--- src/rtl/ex_issue_if.sv ---
// ex_issue_if: bundles the ID-slot inputs, the EX/MEM and MEM/WB forwarding
// sources, the pipeline controls and the registered ID/EX outputs of
// ex_issue_stage.
//   master: decode/fetch side (drives ID fields, forwarding, stall/flush;
//           observes hazard_stall and the EX register outputs)
//   slave : the issue stage itself
interface ex_issue_if #(
  parameter int XLEN = 32
);
  // decode slot
  logic            id_valid;
  logic [1:0]      id_cls;
  logic            id_is_load;
  logic [2:0]      id_funct3;
  logic            id_funct7b5;
  logic            id_use_pc;
  logic [4:0]      id_rs1;
  logic [4:0]      id_rs2;
  logic [4:0]      id_rd;
  logic [XLEN-1:0] id_rs1_data;
  logic [XLEN-1:0] id_rs2_data;
  logic [XLEN-1:0] id_imm;
  logic [XLEN-1:0] id_pc;
  // forwarding sources
  logic            mem_wen;
  logic [4:0]      mem_rd;
  logic [XLEN-1:0] mem_data;
  logic            wb_wen;
  logic [4:0]      wb_rd;
  logic [XLEN-1:0] wb_data;
  // pipeline control
  logic            stall;
  logic            flush;
  logic            hazard_stall;
  // ID/EX register outputs
  logic            ex_valid;
  logic [3:0]      ex_alu_op;
  logic [XLEN-1:0] ex_alu_a;
  logic [XLEN-1:0] ex_alu_b;
  logic [XLEN-1:0] ex_store_data;
  logic [4:0]      ex_rd;
  logic            ex_is_load;
  logic            ex_illegal;

  modport master (
    output id_valid, id_cls, id_is_load, id_funct3, id_funct7b5, id_use_pc,
           id_rs1, id_rs2, id_rd, id_rs1_data, id_rs2_data, id_imm, id_pc,
           mem_wen, mem_rd, mem_data, wb_wen, wb_rd, wb_data, stall, flush,
    input  hazard_stall, ex_valid, ex_alu_op, ex_alu_a, ex_alu_b,
           ex_store_data, ex_rd, ex_is_load, ex_illegal
  );

  modport slave (
    input  id_valid, id_cls, id_is_load, id_funct3, id_funct7b5, id_use_pc,
           id_rs1, id_rs2, id_rd, id_rs1_data, id_rs2_data, id_imm, id_pc,
           mem_wen, mem_rd, mem_data, wb_wen, wb_rd, wb_data, stall, flush,
    output hazard_stall, ex_valid, ex_alu_op, ex_alu_a, ex_alu_b,
           ex_store_data, ex_rd, ex_is_load, ex_illegal
  );
endinterface

--- src/rtl/ex_issue_stage.sv ---
// ex_issue_stage: RV32I decode-to-execute stage. Decodes class/funct3/funct7b5
// into the 4-bit ALU op, resolves operands with EX/MEM > MEM/WB forwarding and
// PC/immediate selection, detects load-use hazards and registers the result in
// the ID/EX register (flush > stall > bubble > capture).
//   clk : rising-edge clock
//   rst : synchronous active-high reset, clears every output register
//   bus : ex_issue_if.slave (ID inputs, forwarding, stall/flush, EX outputs)
module ex_issue_stage #(
  parameter int XLEN = 32
) (
  input logic      clk,
  input logic      rst,
  ex_issue_if.slave bus
);

  typedef enum logic [3:0] {
    ALU_ADD = 4'd0,
    ALU_SUB = 4'd1,
    ALU_AND = 4'd2,
    ALU_OR  = 4'd3,
    ALU_XOR = 4'd4,
    ALU_SRA = 4'd5,
    ALU_SRL = 4'd6,
    ALU_SLL = 4'd7,
    ALU_SLT = 4'd8
  } alu_op_e;

  alu_op_e         op_d;
  logic            illegal_d;
  logic [XLEN-1:0] rs1_fwd;
  logic [XLEN-1:0] rs2_fwd;
  logic [XLEN-1:0] alu_a_d;
  logic [XLEN-1:0] alu_b_d;
  logic            is_store;
  logic            rs2_used;
  logic            hazard;

  logic            ex_valid_q;
  alu_op_e         ex_alu_op_q;
  logic [XLEN-1:0] ex_alu_a_q;
  logic [XLEN-1:0] ex_alu_b_q;
  logic [XLEN-1:0] ex_store_data_q;
  logic [4:0]      ex_rd_q;
  logic            ex_is_load_q;
  logic            ex_illegal_q;

  // ALU op decode; only classes 0/1 look at funct3
  always_comb begin
    op_d      = ALU_ADD;
    illegal_d = 1'b0;
    if (!bus.id_cls[1]) begin
      case (bus.id_funct3)
        3'b000: op_d = (bus.id_cls == 2'd0 && bus.id_funct7b5) ? ALU_SUB : ALU_ADD;
        3'b001: op_d = ALU_SLL;
        3'b010: op_d = ALU_SLT;
        3'b011: begin
          op_d      = ALU_ADD;
          illegal_d = 1'b1;
        end
        3'b100: op_d = ALU_XOR;
        3'b101: op_d = bus.id_funct7b5 ? ALU_SRA : ALU_SRL;
        3'b110: op_d = ALU_OR;
        3'b111: op_d = ALU_AND;
      endcase
    end
  end

  // Forwarding: EX/MEM wins over MEM/WB, x0 always reads the register file
  always_comb begin
    rs1_fwd = bus.id_rs1_data;
    if (bus.id_rs1 != '0) begin
      if (bus.mem_wen && bus.mem_rd == bus.id_rs1)
        rs1_fwd = bus.mem_data;
      else if (bus.wb_wen && bus.wb_rd == bus.id_rs1)
        rs1_fwd = bus.wb_data;
    end
  end

  always_comb begin
    rs2_fwd = bus.id_rs2_data;
    if (bus.id_rs2 != '0) begin
      if (bus.mem_wen && bus.mem_rd == bus.id_rs2)
        rs2_fwd = bus.mem_data;
      else if (bus.wb_wen && bus.wb_rd == bus.id_rs2)
        rs2_fwd = bus.wb_data;
    end
  end

  always_comb begin
    alu_a_d = rs1_fwd;
    if (bus.id_use_pc)
      alu_a_d = bus.id_pc;
    else if (bus.id_cls == 2'd3)
      alu_a_d = '0;
    alu_b_d = (bus.id_cls == 2'd0) ? rs2_fwd : bus.id_imm;
  end

  // rs2 only matters to the hazard check when it is actually read
  assign is_store = (bus.id_cls == 2'd2) && !bus.id_is_load && !bus.id_use_pc;
  assign rs2_used = (bus.id_cls == 2'd0) || is_store;
  assign hazard   = bus.id_valid && ex_valid_q && ex_is_load_q && (ex_rd_q != '0) &&
                    ((ex_rd_q == bus.id_rs1) || ((ex_rd_q == bus.id_rs2) && rs2_used));

  // Flush captures the payload fields too (they are dead once valid drops),
  // which lets flush and normal capture share one data-path enable.
  always_ff @(posedge clk) begin
    if (rst) begin
      ex_valid_q      <= 1'b0;
      ex_alu_op_q     <= ALU_ADD;
      ex_alu_a_q      <= '0;
      ex_alu_b_q      <= '0;
      ex_store_data_q <= '0;
      ex_rd_q         <= '0;
      ex_is_load_q    <= 1'b0;
      ex_illegal_q    <= 1'b0;
    end else begin
      if (bus.flush || (!bus.stall && !hazard)) begin
        ex_alu_op_q     <= op_d;
        ex_alu_a_q      <= alu_a_d;
        ex_alu_b_q      <= alu_b_d;
        ex_store_data_q <= rs2_fwd;
        ex_rd_q         <= bus.id_rd;
        ex_is_load_q    <= bus.id_is_load;
      end
      if (bus.flush) begin
        ex_valid_q   <= 1'b0;
        ex_illegal_q <= 1'b0;
      end else if (!bus.stall) begin
        if (hazard) begin
          ex_valid_q <= 1'b0;
        end else begin
          ex_valid_q   <= bus.id_valid;
          ex_illegal_q <= illegal_d;
        end
      end
    end
  end

  assign bus.hazard_stall  = hazard;
  assign bus.ex_valid      = ex_valid_q;
  assign bus.ex_alu_op     = ex_alu_op_q;
  assign bus.ex_alu_a      = ex_alu_a_q;
  assign bus.ex_alu_b      = ex_alu_b_q;
  assign bus.ex_store_data = ex_store_data_q;
  assign bus.ex_rd         = ex_rd_q;
  assign bus.ex_is_load    = ex_is_load_q;
  assign bus.ex_illegal    = ex_illegal_q;

endmodule

--- src/flat_wrapper.sv ---
// flat-port wrapper written by rule: the top's interface ports become plain ports
module ex_issue_stage_flat 
#(
  parameter int XLEN = 32
)
  (clk, rst, bus_id_valid, bus_id_cls, bus_id_is_load, bus_id_funct3, bus_id_funct7b5, bus_id_use_pc, bus_id_rs1, bus_id_rs2, bus_id_rd, bus_id_rs1_data, bus_id_rs2_data, bus_id_imm, bus_id_pc, bus_mem_wen, bus_mem_rd, bus_mem_data, bus_wb_wen, bus_wb_rd, bus_wb_data, bus_stall, bus_flush, bus_hazard_stall, bus_ex_valid, bus_ex_alu_op, bus_ex_alu_a, bus_ex_alu_b, bus_ex_store_data, bus_ex_rd, bus_ex_is_load, bus_ex_illegal);
  ex_issue_if #(.XLEN(XLEN)) bus_i ();
  input logic clk;
  input logic rst;
  input wire logic [$bits(bus_i.id_valid)-1:0] bus_id_valid;
  input wire logic [$bits(bus_i.id_cls)-1:0] bus_id_cls;
  input wire logic [$bits(bus_i.id_is_load)-1:0] bus_id_is_load;
  input wire logic [$bits(bus_i.id_funct3)-1:0] bus_id_funct3;
  input wire logic [$bits(bus_i.id_funct7b5)-1:0] bus_id_funct7b5;
  input wire logic [$bits(bus_i.id_use_pc)-1:0] bus_id_use_pc;
  input wire logic [$bits(bus_i.id_rs1)-1:0] bus_id_rs1;
  input wire logic [$bits(bus_i.id_rs2)-1:0] bus_id_rs2;
  input wire logic [$bits(bus_i.id_rd)-1:0] bus_id_rd;
  input wire logic [$bits(bus_i.id_rs1_data)-1:0] bus_id_rs1_data;
  input wire logic [$bits(bus_i.id_rs2_data)-1:0] bus_id_rs2_data;
  input wire logic [$bits(bus_i.id_imm)-1:0] bus_id_imm;
  input wire logic [$bits(bus_i.id_pc)-1:0] bus_id_pc;
  input wire logic [$bits(bus_i.mem_wen)-1:0] bus_mem_wen;
  input wire logic [$bits(bus_i.mem_rd)-1:0] bus_mem_rd;
  input wire logic [$bits(bus_i.mem_data)-1:0] bus_mem_data;
  input wire logic [$bits(bus_i.wb_wen)-1:0] bus_wb_wen;
  input wire logic [$bits(bus_i.wb_rd)-1:0] bus_wb_rd;
  input wire logic [$bits(bus_i.wb_data)-1:0] bus_wb_data;
  input wire logic [$bits(bus_i.stall)-1:0] bus_stall;
  input wire logic [$bits(bus_i.flush)-1:0] bus_flush;
  output wire logic [$bits(bus_i.hazard_stall)-1:0] bus_hazard_stall;
  output wire logic [$bits(bus_i.ex_valid)-1:0] bus_ex_valid;
  output wire logic [$bits(bus_i.ex_alu_op)-1:0] bus_ex_alu_op;
  output wire logic [$bits(bus_i.ex_alu_a)-1:0] bus_ex_alu_a;
  output wire logic [$bits(bus_i.ex_alu_b)-1:0] bus_ex_alu_b;
  output wire logic [$bits(bus_i.ex_store_data)-1:0] bus_ex_store_data;
  output wire logic [$bits(bus_i.ex_rd)-1:0] bus_ex_rd;
  output wire logic [$bits(bus_i.ex_is_load)-1:0] bus_ex_is_load;
  output wire logic [$bits(bus_i.ex_illegal)-1:0] bus_ex_illegal;
  assign bus_i.id_valid = bus_id_valid;
  assign bus_i.id_cls = bus_id_cls;
  assign bus_i.id_is_load = bus_id_is_load;
  assign bus_i.id_funct3 = bus_id_funct3;
  assign bus_i.id_funct7b5 = bus_id_funct7b5;
  assign bus_i.id_use_pc = bus_id_use_pc;
  assign bus_i.id_rs1 = bus_id_rs1;
  assign bus_i.id_rs2 = bus_id_rs2;
  assign bus_i.id_rd = bus_id_rd;
  assign bus_i.id_rs1_data = bus_id_rs1_data;
  assign bus_i.id_rs2_data = bus_id_rs2_data;
  assign bus_i.id_imm = bus_id_imm;
  assign bus_i.id_pc = bus_id_pc;
  assign bus_i.mem_wen = bus_mem_wen;
  assign bus_i.mem_rd = bus_mem_rd;
  assign bus_i.mem_data = bus_mem_data;
  assign bus_i.wb_wen = bus_wb_wen;
  assign bus_i.wb_rd = bus_wb_rd;
  assign bus_i.wb_data = bus_wb_data;
  assign bus_i.stall = bus_stall;
  assign bus_i.flush = bus_flush;
  assign bus_hazard_stall = bus_i.hazard_stall;
  assign bus_ex_valid = bus_i.ex_valid;
  assign bus_ex_alu_op = bus_i.ex_alu_op;
  assign bus_ex_alu_a = bus_i.ex_alu_a;
  assign bus_ex_alu_b = bus_i.ex_alu_b;
  assign bus_ex_store_data = bus_i.ex_store_data;
  assign bus_ex_rd = bus_i.ex_rd;
  assign bus_ex_is_load = bus_i.ex_is_load;
  assign bus_ex_illegal = bus_i.ex_illegal;
  ex_issue_stage #(.XLEN(XLEN)) u_core (.clk(clk), .rst(rst), .bus(bus_i));
endmodule
--- config.mk ---
export PLATFORM = sky130hd
export DESIGN_NAME = ex_issue_stage_flat
export DESIGN_NICKNAME = d
export VERILOG_FILES = /design/src/rtl/ex_issue_if.sv /design/src/rtl/ex_issue_stage.sv /design/src/flat_wrapper.sv
export SDC_FILE = /design/constraint.sdc
export NUM_CORES = 1
export LEC_CHECK = 0
export ABC_AREA = 0
export BUFFER_PORTS_ARGS = -buffer_cell sky130_fd_sc_hd__buf_2
export CAP_MARGIN = 5
export CORE_MARGIN = 1
export CORE_UTILIZATION = 40
export CTS_BUF_LIST = sky130_fd_sc_hd__clkbuf_4
export CTS_CLUSTER_DIAMETER = 80
export DETAILED_ROUTE_END_ITERATION = 8
export PLACE_DENSITY = 0.77
export RECOVER_POWER = 100
export SLEW_MARGIN = 0
export SYNTH_ARGS = -nofsm -noshare
export SYNTH_HDL_FRONTEND = slang
export SYNTH_SLANG_ARGS = --single-unit
--- constraint.sdc ---
create_clock -name clk -period 3.15 [get_ports clk]
set_clock_uncertainty 0.2 [all_clocks]
set_input_delay 0.315 -clock clk [delete_from_list [all_inputs] [get_ports clk]]
set_output_delay 0.315 -clock clk [all_outputs]
set_load 0.02 [all_outputs]
Word-level counts from Yosys, hierarchy flattened

Index checks and enable logic that the tools add are counted.

Input bits: 232
Output and inout port bits: 109
Word-level logic and storage cells: 68
Bits in registers: 108

Multiplexer cells: 16
Bitwise logic cells: 2
Eq/ne operators: 15
Reduce and logical (&&, ||, !) cells: 27

Operators by type and width:

| cell                                                                   | count |
|---|---|
| 32-bit 2-to-1 mux                                                      | 9 |
| 4-bit case mux with 8 select lines                                     | 1 |
| 5-bit equality test                                                    | 6 |
| 5-bit nonzero test                                                     | 3 |
| 1-bit logical AND                                                      | 13 |
| 3-bit equality test (second input constant)                            | 4 |
| 3-bit by 2-bit equality test with 1-bit output (second input constant) | 2 |
| 2-bit equality test (second input constant)                            | 2 |
| 1-bit logical NOT                                                      | 4 |
| 1-bit 2-to-1 mux                                                       | 4 |
| 4-bit 2-to-1 mux                                                       | 1 |
| 3-bit by 1-bit equality test with 1-bit output (second input constant) | 1 |
| 3-bit logical NOT                                                      | 1 |
| 1-bit logical OR                                                       | 3 |
| 2-bit logical NOT                                                      | 1 |
| 2-bit 2-to-1 mux                                                       | 1 |
| 1-bit NOT                                                              | 2 |
| 2-bit AND reduction                                                    | 1 |
| 2-bit OR reduction                                                     | 1 |

Longest topological paths before layout

Gate-level depths: netlist (run 1).

Depth in word-level cells: 10
Depth in mapped cells: 9
Depth with buffers taken out: 6

Worst setup path after synthesis (run 1)

Ideal clock, no wire load.

Path type: reg-to-reg
Start: reg u_core.ex_rd_q[0], in the netlist u_core.bus.ex_rd[0]
End: reg u_core.ex_store_data_q[22], in the netlist u_core.bus.ex_store_data[22]
Cell stages (with the launch flop): 8
Arrival time: 1.931 ns
Required time: 2.804 ns
Library setup time: 0.146 ns
Period minus slack after synthesis: 2.277 ns
Setup slack: 0.873 ns
Path through: dfxtp_1 -> or4_1 -> o2111ai_1 -> nor2_1 -> a21oi_2 -> buf_2 -> buf_2 -> a211oi_2

Word-level cells in the longest chain between the ends: 7

RTL lines:

| item                   | line                  | source |
|---|---|---|
| start, declared        | ex_issue_stage.sv:43  | `logic [4:0] ex_rd_q;` |
| start signal, assigned | ex_issue_stage.sv:122 | `ex_rd_q <= bus.id_rd;` |
| 5-bit equality test    | ex_issue_stage.sv:102 | `((ex_rd_q == bus.id_rs1) \|\| ((ex_rd_q == bus.id_rs2) && rs2_used));` |
| 1-bit logical AND      | ex_issue_stage.sv:102 |  |
| 1-bit logical OR       | ex_issue_stage.sv:102 |  |
| 1-bit logical AND *    | ex_issue_stage.sv:101 | `assign hazard = bus.id_valid && ex_valid_q && ex_is_load_q && (ex_rd_q != '0) &&` |
| 1-bit logical NOT *    | ex_issue_stage.sv:117 | `if (bus.flush \|\| (!bus.stall && !hazard)) begin` |
| 1-bit logical AND *    | ex_issue_stage.sv:117 |  |
| 1-bit logical OR *     | ex_issue_stage.sv:117 |  |
| end signal, assigned   | ex_issue_stage.sv:121 | `ex_store_data_q <= rs2_fwd;` |
| end, declared          | ex_issue_stage.sv:42  | `logic [XLEN-1:0] ex_store_data_q;` |

Mark *: on every way between the ends. The rest lies on a longest branch, timed or not.
A chain may end at the register's enable or synchronous reset.

Worst setup path in the final report (run 1)

Start: reg u_core.ex_rd_q[4], in the netlist u_core.bus.ex_rd[4]
End: out bus_hazard_stall

Word-level cells in the longest chain between the ends: 4

RTL lines:

| item                | line                  | source |
|---|---|---|
| 5-bit equality test | ex_issue_stage.sv:102 |  |
| 1-bit logical AND   | ex_issue_stage.sv:102 |  |
| 1-bit logical OR    | ex_issue_stage.sv:102 |  |
| 1-bit logical AND * | ex_issue_stage.sv:101 |  |
| end, declared       | flat_wrapper.sv:31    | `output wire logic [$bits(bus_i.hazard_stall)-1:0] bus_hazard_stall;` |

Marked as above.

==> results.yml, run 1 <==
clock_tree:
  cts_buffers: 9
  clockBufferDepth: 2
  cts-root-buf: "clkbuf_4"
  cts_resized: 0
  numClockSinks: 108
  clkLatencyLatePin_ns: 0.48
  htreeDepth: 3
  cts.clk_slew.worst_paths_ns: 0.18
  cts_tree: "done"
finish:
  finalNetCount: 1438
  layout_commonest_cell: "buf_2"
  drive_gt1_share_pct: 27.3
  fill_cells: 1432
  final_cell_mix: "buf_2 (230), dlygate4sd3_1 (134), nor2_1 (114)"
  final_util_pct: 59.9
  syn_to_final_growth_pct: 45.2
place:
  gp_congestion: 0.937
  port_buffers: 340
  hpwl_um: 19700
logic_synthesis:
  synth_edf_count: 0
  synth_area_leader_cell: "dfxtp_1"
  avgSynthCellArea_um2: 8.85
  synthCells: 776
  async_flop_share_pct: 0
  synth_nets: 1008
  synth.top_cell.area_share_pct: 31.5
  ys_seq_elements: 108
  yosysWarningCount: 0
  ys_types: 47
  synth.cell_area_um2: 6860
  yosysSeqAreaShare_pct: 31.5
  synth_flop_cell: "dfxtp_1"
  ys_top_cells_by_area: "dfxtp_1 (31%), a311oi_2 (6.3%), nor2_1 (6.2%), mux2i_1 (5.7%), a211oi_2 (5.3%)"
sta:
  period_share_pct: 94.5
  layout_min_cycle_time_ns: 2.98
  max_slew_margin_pct: 18.5
  rsz0062_at_grt: "false"
  worstMarginPinSlew_ns: 1.22
  finalSetupViolations: 0
  final_max_slew_viol_count: 0
  setup_tns_ns: 0
  fmax_mhz: 336
  final_hold_viol_count: 0
floorplanning:
  die_x_um: 133
  die_h_um: 133
  rows: 47
  core_um2: 16600
  io_pins: 341
  start_util_pct: 41.2
  dieArea_um2: 17700
setup_path:
  path_class: "flip-flop to output port"
  end_kind: "output port"
  cp.required_ns: 2.63
  crit_arrival_ns: 2.46
  worstSetupStartpointType: "flip-flop"
  critPathMaxFanout: 5
drt:
  firstDrtPassIters: 5
  avgViaCountPerCell: 5.73
  wirelength_um: 29200
  via_count: 8221
  wl_per_cell_um: 20.4
  ant_nets: 0
  drc: 0
  drtIter0Drc: 664
power_and_ir_drop:
  power.density_nw_per_um2: 345
  power.leakage_nw: 4.13
  finalPower_mw: 3.44
  ir_drop_uv: 178
run_status:
  status: "completed"
global_route:
  grt_usage_pct: 32.1
  grt_pass1_vias: 8029
  grt_overflow: 0
  grt_pass1_wl_um: 44000
  antenna_found_initial: 5
  grt_max_degree: 69
flow_run:
  cap_violations: 0
worst_hold_path:
  worstHoldPathType: "input port to flip-flop"
[sequential cells by signal, indices dropped and copies added (netlist names)]
name and count:
u_core.bus.ex_alu_a 32, u_core.bus.ex_alu_b 32, u_core.bus.ex_alu_op 4, u_core.bus.ex_illegal 1, u_core.bus.ex_is_load 1, u_core.bus.ex_rd 5, u_core.bus.ex_store_data 32, u_core.bus.ex_valid 1
[final timing paths]
check / from / slack, ns / end / cells past startpoint
setup / recovery: u_core.bus.ex_rd[4] / 0.17 / bus_hazard_stall / 5
setup reg to reg: u_core.bus.ex_rd[4] / 0.22 / u_core.bus.ex_valid / 7
hold reg to reg: u_core.bus.ex_alu_a[16] / 0.31 / u_core.bus.ex_alu_a[16] / 2
hold / removal: bus_id_rs2_data[21] / 0.03 / u_core.bus.ex_store_data[21] / 3
[synth_stat cells (2+ instances only)]
master,n
nand3_1,3
nand3b_1,2
a211oi_2,29
buf_4,7
buf_2,10
and2_1,3
nand4_1,3
a211oi_1,4
o21ai_0,2
a22o_1,30
o22ai_1,3
nor2b_1,2
buf_12,4
o21a_1,33
or4_1,2
clkbuf_1,50
mux2i_1,39
a311oi_1,35
a311oi_2,29
xnor2_1,17
inv_1,33
nor3_1,4
o221ai_1,34
dfxtp_1,108
a21oi_1,7
a2111oi_0,2
nand2_1,71
buf_6,8
nor2_1,114
xor2_1,13
or3_1,30
a221o_1,30
[report_power, final]
part	switching (mW)	internal [mW]	leakage, nW
combinational	0.625	0.482	3.15
sequential	0.0662	1.47	0.898
clock	0.537	0.256	0.0837
total	1.23	2.21	4.13
[timing repair]
item / CTS / global route
endpoints found under the hold margin: 91 / 0
hold buffers: 134 / 0
setup buffers: 0 / 0
[layout make-up]
| type | count | area [µm²] | area share, % |
|---|---|---|---|
| antenna | 4 | 10.0 | 0.100 |
| clock buffer | 9 | 67.6 | 0.678 |
| clock inverter | 7 | 86.3 | 0.867 |
| inverter | 33 | 124 | 1.24 |
| multi-input combinational | 556 | 4120 | 41.3 |
| sequential | 108 | 2160 | 21.7 |
| tap | 220 | 275 | 2.76 |
| timing repair buffer | 498 | 3120 | 31.3 |
[routing by layer]
layer / GRT usage [%] / vias to the layer above / wire, µm
li1: - / 3776 / -
met1: 38.9 / 3885 / 11500
met2: 54.4 / 468 / 13800
met3: 5.75 / 90 / 2530
met4: 16.0 / 2 / 1330
met5: 0 / - / 13
[stage by stage]
step / area [µm²] / setup WS (ns) / hold WS, ns / cells
floorplan: 6860 / 0.873 / 0.188 / 776
global placement: 8640 / 0.389 / 0.273 / 1281
detailed placement: 8640 / 0.335 / 0.278 / 1281
CTS: 10100 / 0.326 / 0.000810 / 1431
global route: 9960 / 0.0759 / 0.0219 / 1435
finish: 9960 / 0.173 / 0.0324 / 1435
[kinds of logic after synthesis]
kind of cell	count (synthesis)	share of synthesized area [%]
AOI/OAI and AO/OA	245	34.9
xor gates and xnor gates	30	3.83
buffers and inverters	112	8.51
DFF	108	31.5
muxes	39	5.69
and+or+nand+nor	242	15.6
[worst max-delay path, cell delays in order (launching register included)]
cell,delay (ns)
dfxtp_1,0.52
xor2_1,0.11
or4_1,0.49
o22ai_1,0.41
and2_1,0.27
clkbuf_2,0.19
Power figures use the tool's default switching activity.
==> inputs of run 2 (changes only) <==
Settings changed: BUFFER_PORTS_ARGS -buffer_cell sky130_fd_sc_hd__buf_2 to -buffer_cell sky130_fd_sc_hd__buf_4.
==> run 2 against run 1 <==
  * Utilization increased by 3.9 points
  * Combinational power is 9.9% higher
  * Power is 2.9% higher
  * Clock-buffer cell count did not move
  * Sequential share of layout area is 1.3 points lower
  * Worst hold slack got worse by 0.015 ns
  * First-iteration DRC count rose by 8.4%
  * Sequential power about the same
  * Critical path depth rose by 3
  * Design area up 6.5%
==> results.yml, run 2 (synthesis gave the netlist of run 1 again) <==
run_status:
  status: "completed"
worst_hold_path:
  min_to: "u_core.bus.ex_alu_a[22]"
  hold_start: "bus_wb_data[22]"
  worstHoldPathType: "input port to flip-flop"
  hold_depth: 3
floorplanning:
  dieArea_um2: 17700
  start_util_pct: 41.2
  die_x_um: 133
  die_h_um: 133
  rows: 47
  core_um2: 16600
  io_pins: 341
sta:
  max_slew_margin_pct: 19.6
  holdWs_ns: 0.0175
  period_share_pct: 95.9
  rsz0062_at_grt: "false"
  fmax_mhz: 331
  layout_min_cycle_time_ns: 3.02
  worstMarginPinSlew_ns: 1.21
  finalSetupViolations: 0
  timing.final.ws_setup_ns: 0.129
  final_hold_viol_count: 0
  setup_tns_ns: 0
  final_max_slew_viol_count: 0
place:
  gp_congestion: 0.895
  dpl_worst_slack_ns: 0.412
  place_area_um2: 9450
  port_buffers: 340
  hpwl_um: 20300
finish:
  finalNetCount: 1441
  seq_area_um2: 2160
  syn_to_final_growth_pct: 54.6
  layout_commonest_cell: "buf_4"
  design_area_um2: 10600
  multi_input_area_um2: 4140
  final_cell_mix: "buf_4 (251), dlygate4sd3_1 (134), nor2_1 (114)"
  drive_gt1_share_pct: 28.2
  fill_cells: 1428
clock_tree:
  cts-root-buf: "clkbuf_4"
  cts.clk_slew.worst_paths_ns: 0.19
  clockBufferDepth: 2
  clkLatencyLatePin_ns: 0.49
  cts_buffers: 9
  numClockSinks: 108
  htreeDepth: 3
  cts_tree: "done"
global_route:
  grt_usage_pct: 33.2
  grt_pass1_vias: 8188
  antenna_found_initial: 1
  grt_pass1_wl_um: 45500
  grt_max_degree: 105
  grt_overflow: 0
drt:
  drtIter0Drc: 720
  drc: 0
  ant_nets: 0
  avgViaCountPerCell: 5.80
  wl_per_cell_um: 21.7
  via_count: 8326
  firstDrtPassIters: 5
  wirelength_um: 31100
setup_path:
  reg2regPathDepth: 8
  critPathMaxFanout: 24
  regToRegSetupSlack_ns: 0.13
  end_kind: "flip-flop"
  reg2reg_to: "u_core.bus.ex_alu_a[4]"
  worstSetupStartpointType: "flip-flop"
  r2r_start: "u_core.bus.ex_rd[0]"
  cp.required_ns: 3.35
  crit_arrival_ns: 3.22
  path_class: "flip-flop to flip-flop"
power_and_ir_drop:
  finalPower_mw: 3.54
  power_frac_clock_pct: 22.0
  power.density_nw_per_um2: 334
  p_seq_share_pct: 43.6
  p_sw_share_pct: 35.1
  power_switching_mw: 1.25
  p_int_mw: 2.30
  power.leakage_nw: 4.41
  p_comb_share_pct: 34.5
  ir_drop_uv: 176
flow_run:
  cap_violations: 0
run 2: repair_timing:
item,CTS,global route
setup endpoints to repair,0,17
buffers inserted,0,4
hold buffers,134,0
gates resized for setup,0,4
endpoints found under the hold margin,98,0
run 2: power groups by stage:
| stage | combinational [mW] | sequential, mW | clock (mW) |
|---|---|---|---|
| after floorplan | 0.453 | 1.69 | 0 |
| after global placement | 1.11 | 1.57 | 0 |
| after detailed placement | 1.11 | 1.57 | 0 |
| after CTS | 1.26 | 1.54 | 0.789 |
| after global routing | 1.29 | 1.55 | 0.830 |
| final | 1.22 | 1.54 | 0.779 |
run 2: how the worst max path moves through the flow:
stage | slack [ns] | from | cells past startpoint | endpoint
floorplan | 0.87 | u_core.bus.ex_rd[0] | 7 | u_core.bus.ex_store_data[22]
global placement | 0.46 | bus_id_rs2[1] | 8 | u_core.bus.ex_alu_b[9]
detailed placement | 0.41 | bus_id_rs2[1] | 8 | u_core.bus.ex_alu_b[18]
CTS | 0.02 | u_core.bus.ex_rd[0] | 8 | u_core.bus.ex_alu_a[15]
global route | 0.004 | u_core.bus.ex_rd[0] | 8 | u_core.bus.ex_alu_a[16]
finish | 0.13 | u_core.bus.ex_rd[0] | 8 | u_core.bus.ex_alu_a[4]
run 2: layout make-up:
class | count | area share (%)
multi-input combinational | 556 | 39.0
antenna | 1 | 0.0236
sequential | 108 | 20.4
tap | 220 | 2.59
timing repair buffer | 501 | 35.5
clock inverter | 7 | 0.719
clock buffer | 9 | 0.636
inverter | 33 | 1.17
run 2: through the flow:
step	instances	utilization (%)
after floorplan	776	-
after global placement	1276	56.8
final	1435	63.8
after detailed placement	1276	56.8
after global routing	1435	63.8
after CTS	1426	65.7
run 2: worst max-delay path, stage by stage (launching register included):
cell	delay [ns]
dfxtp_1	0.42
or4_1	0.54
o2111ai_1	0.26
nor2_1	0.11
a21oi_4	0.24
buf_4	0.18
buf_6	0.26
a311oi_1	0.14
dlygate4sd3_1	0.57
run 2: routing by layer:
metal / GRT usage (%) / part of all wire, %
met3: 6.48 / 7.9
met2: 57.0 / 49
met1: 39.6 / 39
met4: 15.6 / 3.9
met5: 0 / 0
==> inputs of run 3 (changes only) <==
Settings changed: CORE_ASPECT_RATIO set to 0.8, SLEW_MARGIN 0 to 20.
==> run 3 against run 2 <==
  * Clock power increased by 5.6%
  * Worst hold slack about the same
  * Global-route usage fell by 0.75 points
  * Power rose by 1.3%
  * Utilization up 0.62 points
  * Routed wire length down 2.4%
==> results.yml, run 3 (synthesis gave the netlist of run 1 again) <==
sta:
  final_max_slew_viol_count: 0
  fmax_mhz: 325
  layout_min_cycle_time_ns: 3.07
  period_share_pct: 97.5
  finalSetupViolations: 0
  worstMarginPinSlew_ns: 0.691
  max_slew_margin_pct: 54.0
  holdWs_ns: 0.0180
  final_hold_viol_count: 0
setup_path:
  crit_arrival_ns: 3.35
  cp.required_ns: 3.43
  path_cells: "or4_1 > o2111ai_1 > nor2_1 > a21oi_4 > clkbuf_16 > nor2_1 > a311oi_1 > dlygate4sd3_1"
  cp_slowest_stage_delay_ns: 0.60
  slowest_stage: "dlygate4sd3_1"
  end_kind: "flip-flop"
  path_class: "flip-flop to flip-flop"
  worst_path_most_repeated_cell: "nor2_1"
  critPathMaxFanout: 25
  worstSetupStartpointType: "flip-flop"
floorplanning:
  die_h_um: 119
  die_x_um: 148
  rows: 42
  core_um2: 16700
  start_util_pct: 41.2
  io_pins: 341
  dieArea_um2: 17700
drt:
  wirelength_um: 30300
  via_count: 8265
  drc: 0
  avgViaCountPerCell: 5.72
  ant_nets: 0
  drtIter0Drc: 667
  wl_per_cell_um: 21.0
  firstDrtPassIters: 7
global_route:
  grt_max_degree: 99
  grt_pass1_wl_um: 43900
  grt_overflow: 0
  grt_usage_pct: 32.4
  antenna_found_initial: 1
  grt_pass1_vias: 7893
clock_tree:
  cts_tree: "done"
  htreeDepth: 3
  cts_buffers: 9
  clkLatencyLatePin_ns: 0.52
  numClockSinks: 108
  cts-root-buf: "clkbuf_4"
  clockBufferDepth: 2
  cts.clk_slew.worst_paths_ns: 0.19
finish:
  syn_to_final_growth_pct: 56.3
  final_cell_mix: "buf_4 (251), dlygate4sd3_1 (143), nor2_1 (114)"
  finalNetCount: 1450
  layout_commonest_cell: "buf_4"
  fin_cells: 1444
  drive_gt1_share_pct: 28.0
power_and_ir_drop:
  power.density_nw_per_um2: 335
  ir_drop_uv: 177
  power.leakage_nw: 4.43
place:
  numPlacedInstances: 1279
  hpwl_um: 20400
  port_buffers: 340
  gp_congestion: 0.940
run_status:
  status: "completed"
worst_hold_path:
  worstHoldPathType: "input port to flip-flop"
flow_run:
  cap_violations: 0
-- run 3: changes by cell type in the layout (fill, tap and decap cells not counted), sizes merged --
cell / delta
clkinv: -2
dlygate4sd3: +9
inv: +2
-- run 3: what timing repair did --
item / in CTS / in global routing
setup endpoints to repair: 0 / 10
setup buffers: 0 / 2
endpoints found under the hold margin: 98 / 2
gates resized for setup: 0 / 4
hold buffers: 141 / 2
-- run 3: critical path: cells and delay by family, from the launching register on --
kind	cells	cell delay, ns
AO/OA/AOI/OAI	3	0.80
buffers and inverters	2	0.87
flip-flops	1	0.42
AND/OR/NAND/NOR	3	0.74
-- run 3: worst paths after layout --
kind / startpoint / endpoint / slack, ns / depth (start not counted)
min: bus_id_rs2_data[15] / u_core.bus.ex_store_data[15] / 0.02 / 3
max reg2reg: u_core.bus.ex_rd[0] / u_core.bus.ex_alu_a[2] / 0.08 / 8
max: u_core.bus.ex_rd[0] / u_core.bus.ex_alu_a[2] / 0.08 / 8
min reg2reg: u_core.bus.ex_alu_a[30] / u_core.bus.ex_alu_a[30] / 0.31 / 2
-- run 3: final cells by class --
| type | instances | area (µm²) |
|---|---|---|
| multi-input combinational | 556 | 4140 |
| inverter | 33 | 124 |
| clock inverter | 7 | 91.3 |
| tap | 220 | 275 |
| clock buffer | 9 | 67.6 |
| timing repair buffer | 510 | 3860 |
| antenna | 1 | 2.50 |
| fill | 1454 | 5930 |
| sequential | 108 | 2160 |
-- run 3: through the flow --
| step | total power, mW | worst slack [ns] | util [%] | TNS, ns | area, µm² |
|---|---|---|---|---|---|
| finish | 3.59 | 0.0772 | 64.4 | 0 | 10700 |
| global route | 3.73 | -0.0247 | 64.4 | -0.0247 | 10700 |
| CTS | 3.64 | 0.0128 | 66.4 | 0 | 11100 |
| detailed placement | 2.69 | 0.360 | 56.9 | 0 | 9480 |
| global placement | 2.68 | 0.431 | 56.9 | 0 | 9480 |
| floorplan | 2.14 | 0.873 | - | 0 | 6860 |
-- run 3: per-layer routing --
layer  global-route usage [%]  up-vias  routed length [µm]
met1                     41.4     3892               12300
met2                     53.4      514               14200
met3                     7.62       63                3010
li1                         -     3796                   -
met4                     10.6        0                 834
met5                        0        -                   0
-- run 3: power breakdown --
group | internal [mW] | leakage, nW | total [mW] | switching, mW
clock | 0.261 | 0.0818 | 0.823 | 0.562
combinational | 0.581 | 3.45 | 1.23 | 0.644
sequential | 1.47 | 0.898 | 1.54 | 0.0663
total | 2.32 | 4.43 | 3.59 | 1.27
